==> config.mk <==
export PLATFORM = sky130hd
export DESIGN_NAME = unified_mem_arbiter
export DESIGN_NICKNAME = d
export VERILOG_FILES = /design/src/rtl/unified_mem_arbiter.sv
export SDC_FILE = /design/constraint.sdc
export NUM_CORES = 1
export LEC_CHECK = 0
export ABC_AREA = 1
export CELL_PAD_IN_SITES_DETAIL_PLACEMENT = 1
export CELL_PAD_IN_SITES_GLOBAL_PLACEMENT = 2
export CORE_MARGIN = 2
export CORE_UTILIZATION = 23
export DETAILED_ROUTE_END_ITERATION = 12
export PLACE_DENSITY = 0.87
export SYNTH_ARGS = -nofsm -noshare
export SYNTH_HDL_FRONTEND = slang
export SYNTH_SLANG_ARGS = --single-unit
==> constraint.sdc <==
create_clock -name CLK -period 2.3 [get_ports CLK]
set_input_delay 0.46 -clock CLK [delete_from_list [all_inputs] [get_ports CLK]]
set_output_delay 0.46 -clock CLK [all_outputs]
set_load 0.01 [all_outputs]
==> src/rtl/unified_mem_arbiter.sv <==
`default_nettype none
// ============================================================================
// unified_mem_arbiter: single-outstanding arbiter for fetch/data memory ports
// Revision: 1.0
// ============================================================================
module unified_mem_arbiter #(
    parameter int AW      = 32,
    parameter int DW      = 32,
    parameter int TIMEOUT = 255
) (
    input  logic          CLK,
    input  logic          Reset,
    input  logic          IReq,
    input  logic [AW-1:0] IAddr,
    output logic [DW-1:0] IRdata,
    output logic          IReady,
    input  logic          DReq,
    input  logic          DWe,
    input  logic [AW-1:0] DAddr,
    input  logic [DW-1:0] DWdata,
    output logic [DW-1:0] DRdata,
    output logic          DReady,
    output logic          StallF,
    output logic          StallM,
    output logic          MemReq,
    output logic          MemWe,
    output logic [AW-1:0] MemAddr,
    output logic [DW-1:0] MemWdata,
    input  logic [DW-1:0] MemRdata,
    input  logic          MemAck,
    output logic          BusErr
);

    localparam int            CNT_W    = $clog2(TIMEOUT + 1);
    localparam logic [CNT_W-1:0] TMO_VAL = CNT_W'(TIMEOUT);
    localparam logic [AW-1:0] WORD_MSK = ~AW'(3);

    typedef enum logic [1:0] {
        IDLE  = 2'd0,
        IBUSY = 2'd1,
        DBUSY = 2'd2
    } state_t;

    state_t           state_q, state_d;
    logic             mem_req_q, mem_req_d;
    logic             mem_we_q, mem_we_d;
    logic [AW-1:0]    mem_addr_q, mem_addr_d;
    logic [DW-1:0]    mem_wdata_q, mem_wdata_d;
    logic [DW-1:0]    irdata_q, irdata_d;
    logic [DW-1:0]    drdata_q, drdata_d;
    logic             iready_q, iready_d;
    logic             dready_q, dready_d;
    logic             buserr_q, buserr_d;
    logic [CNT_W-1:0] cnt_q, cnt_d;

    logic [CNT_W-1:0] w_cnt_nxt;
    logic [DW-1:0]    w_rdata;
    logic             w_done;

    assign w_cnt_nxt = cnt_q + CNT_W'(1);
    // A timeout completes like an ack carrying zero data; a real ack wins.
    assign w_done    = MemAck || (w_cnt_nxt == TMO_VAL);
    assign w_rdata   = MemAck ? MemRdata : '0;

    always_ff @(posedge CLK or negedge Reset) begin
        if (!Reset) begin
            state_q     <= IDLE;
            mem_req_q   <= 1'b0;
            mem_we_q    <= 1'b0;
            mem_addr_q  <= '0;
            mem_wdata_q <= '0;
            irdata_q    <= '0;
            drdata_q    <= '0;
            iready_q    <= 1'b0;
            dready_q    <= 1'b0;
            buserr_q    <= 1'b0;
            cnt_q       <= '0;
        end else begin
            state_q     <= state_d;
            mem_req_q   <= mem_req_d;
            mem_we_q    <= mem_we_d;
            mem_addr_q  <= mem_addr_d;
            mem_wdata_q <= mem_wdata_d;
            irdata_q    <= irdata_d;
            drdata_q    <= drdata_d;
            iready_q    <= iready_d;
            dready_q    <= dready_d;
            buserr_q    <= buserr_d;
            cnt_q       <= cnt_d;
        end
    end

    always_comb begin
        state_d     = state_q;
        mem_req_d   = mem_req_q;
        mem_we_d    = mem_we_q;
        mem_addr_d  = mem_addr_q;
        mem_wdata_d = mem_wdata_q;
        irdata_d    = irdata_q;
        drdata_d    = drdata_q;
        iready_d    = 1'b0;
        dready_d    = 1'b0;
        buserr_d    = buserr_q;
        cnt_d       = cnt_q;
        case (state_q)
            IDLE: begin
                // A port whose Ready is high this cycle is not eligible.
                if (DReq && !dready_q) begin
                    state_d     = DBUSY;
                    mem_req_d   = 1'b1;
                    mem_we_d    = DWe;
                    mem_addr_d  = DAddr & WORD_MSK;
                    mem_wdata_d = DWdata;
                    cnt_d       = '0;
                end else if (IReq && !iready_q) begin
                    state_d    = IBUSY;
                    mem_req_d  = 1'b1;
                    mem_we_d   = 1'b0;
                    mem_addr_d = IAddr & WORD_MSK;
                    cnt_d      = '0;
                end
            end
            IBUSY, DBUSY: begin
                if (w_done) begin
                    if (!MemAck) begin
                        buserr_d = 1'b1;
                    end
                    if (state_q == IBUSY) begin
                        irdata_d = w_rdata;
                        iready_d = 1'b1;
                    end else begin
                        if (!mem_we_q) begin
                            drdata_d = w_rdata;
                        end
                        dready_d = 1'b1;
                    end
                    state_d   = IDLE;
                    mem_req_d = 1'b0;
                    cnt_d     = '0;
                end else begin
                    cnt_d = w_cnt_nxt;
                end
            end
            default: state_d = IDLE;
        endcase
    end

    assign IRdata   = irdata_q;
    assign IReady   = iready_q;
    assign DRdata   = drdata_q;
    assign DReady   = dready_q;
    assign MemReq   = mem_req_q;
    assign MemWe    = mem_we_q;
    assign MemAddr  = mem_addr_q;
    assign MemWdata = mem_wdata_q;
    assign BusErr   = buserr_q;
    assign StallF   = IReq & ~iready_q;
    assign StallM   = DReq & ~dready_q;

endmodule
`default_nettype wire

==> metrics.txt <==
Compound-Gate Fraction of Synth Area 7.209%; # fillers 3055; Detailed Route Iter0 Violations 362; Routed Antenna Nets 0; GP Congestion 0.7454; Psw 4795 uW; CP Launch Type input pin; CP bufs+invs 3; CTS tree built; Crit path depth 4; worst hold path class register to register; most frequent cells in the layout 312 x nand2_1, 260 x clkdlybuf4s50_1, 140 x dfrtp_1; pwr/cell area 1325 mW/mm^2; GR Util met3 5.299%; drt pass-1 iters 4; vias 5856; Yosys warnings 0; row count 59; Sequential Power Share 32.4%; worst skew pair latency 0.41 ns; FF+latch area 0.003530 mm^2; drt via density 4.403; first-pass GRT wire length 34990 um; Ports 269; slowest stage delay, CP 0.53 ns; Die ar. 0.02788 mm^2; Ant. Diodes 0; Gate power share 46.1%; Syn Std Cell Area 0.006110 mm^2; wire length per cell 16.88 um; Starting Density 23.45%; Max-Cap Viols 0; Post-Synth Adder-Cell Area 0.8192%; DRC violation count after routing 0; Num CTS Buffers 17; Pint 8199 uW; Synth Area in XOR/XNOR 0.1434%; Final Core Density 37.63%; Post-Place Setup Slack -0.05974 ns; Final setup viols 0; Net Sw Frac 36.91%; Post-Syn Instances 723; Core ar. 0.02606 mm^2; area grow syn2layout 60.52%; R2R cell count 14; maximum VDD drop 0.0004823 V; htree depth 4; total gr overflow 0; kind of critical path input pin to output pin; simple-gate portion of the synthesized area 26.81%; Critical Path Sink Type output pin; Final HPWL DP 15910 um; Crit path top cell by count clkdlybuf4s50_1; CP max stage cell clkdlybuf4s50_1; final period utilization 90.50%; Synth top area share 57.75%; Lkg Pwr 0.004636 uW; Clock Sinks 141; CP Max Fanout 2; crit path time final 2.081 ns; synth top area cells dfrtp_1 58%, nand2_1 19%, nand4_1 3.4%, inv_1 3.3%, a31oi_1 3.1%; Power, Total 12990 uW; final setup skew 0.009973 ns; Post-Syn Area per Cell 8.450 um^2; Critical Path RT 1.84 ns; placed inst area 0.009148 mm^2; commonest non-fill, non-tap cell in the layout nand2_1; Setup WS post-layout 0.2185 ns; Tot GR Track Use 16.08%; number of global-route vias before repair 6117; Layout Nets 1122; initial antenna violation count 0; clk buf depth 2; post-synthesis mux area share 0%; fmax 0.4804 GHz; Worst-path clk slew 0.06 ns; Seq cells post-synth 141; final wirelength 22460 um; max_slew headroom 54.58%; # port buffers 262; Final Hold Viols 0; top cell type by total area after synthesis dfrtp_1; max-slew violation count 0; largest net degree at the start of global routing 66; largest family of logic cells by synthesized area simple AND/OR/NAND/NOR gates; share of layout cells above drive strength 1 6.633%; Netlist cell types 29; GR Layer Usage met1 19.87%; Root Buffer clkbuf_16; delay-heaviest family, CP buffers and inverters; cell count of the worst hold path 2; critical path cell sequence clkdlybuf4s50_1 > inv_1 > nor2_1 > clkdlybuf4s50_1; clock power share 21.5%; worst-margin pin slew 0.6805 ns; crit path DAT 1.62 ns; Final Instance Area 0.009807 mm^2; Multi-input gate area 0.002191 mm^2; Chip Width 167.0 um; Top Usage Layer GRT met2; register area share after synthesis 57.75%; met2 Usage GRT 26.64%; outcome complete, no violations; Die H 167.0 um
-- tightest hold or removal path, cell delays in order, from the launching register on --
cell     delay, ns
dfrtp_1       0.34
nand2_1       0.05
nand2_1       0.05
-- registers in the layout (all words and copies together), names as in the netlist --
signal and count:
BusErr 1, DRdata 32, DReady 1, IRdata 32, IReady 1, MemAddr 30, MemReq 1, MemWdata 32
MemWe 1, cnt_q 8, state_q 2
-- timing repair --
item	CTS	global route
endpoints found under the setup margin	21	64
buffers inserted	0	2
pin swaps	0	3
gates cloned	1	1
resized for setup	2	3
endpoints found under the hold margin	36	0
hold buffers	1	0
-- per-layer routing --
metal,routed length [um],vias to the layer above,part of all wire (%)
li1,-,2821,-
met2,10690,210,48
met1,9594,2802,43
met4,326,0,1.5
met3,1841,23,8.2
met5,0,-,0
-- power groups by stage --
stage	sequential, uW	combinational, uW	clock, uW
6_report	4210	5990	2800
3_5_place_dp	4260	5980	0
4_1_cts	4230	6040	2910
3_3_place_gp	4210	5860	0
5_1_grt	4370	6560	3030
2_1_floorplan	4690	2060	0
-- logic make-up (layout without fill, tap and decap cells) --
logic type / count (synthesis) / in the layout
xor+xnor: 1 / 1
fa+ha+maj: 4 / 4
buf+inv: 99 / 368
flops: 141 / 141
compound gates: 77 / 77
other cells: 1 / 2
simple gates: 400 / 402
-- path summary, 6_finish.rpt --
check / from / endpoint / slack (ns)
setup / recovery: IReq / StallF / 0.22
hold / removal: MemWdata[14]$_DFFE_PN0P_ / MemWdata[14]$_DFFE_PN0P_ / 0.47
setup reg to reg: cnt_q[0]$_DFFE_PN0P_ / IRdata[12]$_DFFE_PN0P_ / 0.23
hold reg to reg: MemWdata[14]$_DFFE_PN0P_ / MemWdata[14]$_DFFE_PN0P_ / 0.47
max in group asynchronous: Reset / MemWdata[25]$_DFFE_PN0P_ / 1.04
min in group asynchronous: Reset / IRdata[7]$_DFFE_PN0P_ / 0.52
-- cell type report --
cell class                 instances  area share, %
clock buffer                      19          4.414
tap                              335          4.274
clock inverter                    11          1.480
inverter                          55          2.105
timing repair buffer             283          29.40
multi-input combinational        486          22.34
sequential                       141          35.99
-- stage by stage --
stage | std cells | hold slack, ns | setup TNS, ns
global placement | 1295 | 0.4015 | -0.3648
finish | 1330 | 0.4683 | 0
global route | 1330 | 0.4946 | -0.0006870
floorplan | 724 | 0.1644 | 0
detailed placement | 1295 | 0.3996 | -0.7199
CTS | 1327 | 0.4736 | 0
-- synthesized netlist by cell type --
| cell type | number |
|---|---|
| a22o_1 | 1 |
| a31o_2 | 1 |
| a31oi_1 | 30 |
| buf_2 | 7 |
| buf_4 | 4 |
| buf_6 | 6 |
| clkbuf_1 | 27 |
| clkinv_1 | 1 |
| conb_1 | 1 |
| dfrtp_1 | 141 |
| ha_1 | 4 |
| inv_1 | 53 |
| inv_2 | 1 |
| nand2_1 | 312 |
| nand2_2 | 2 |
| nand2_4 | 1 |
| nand3_1 | 6 |
| nand3_2 | 1 |
| nand3_4 | 1 |
| nand4_1 | 33 |
| nor2_1 | 38 |
| nor2_2 | 4 |
| nor3_1 | 1 |
| o21ai_0 | 8 |
| o21ai_1 | 31 |
| o21ai_2 | 1 |
| o22ai_1 | 5 |
| or2_1 | 1 |
| xnor2_1 | 1 |
(Power assumes the default switching activity.)
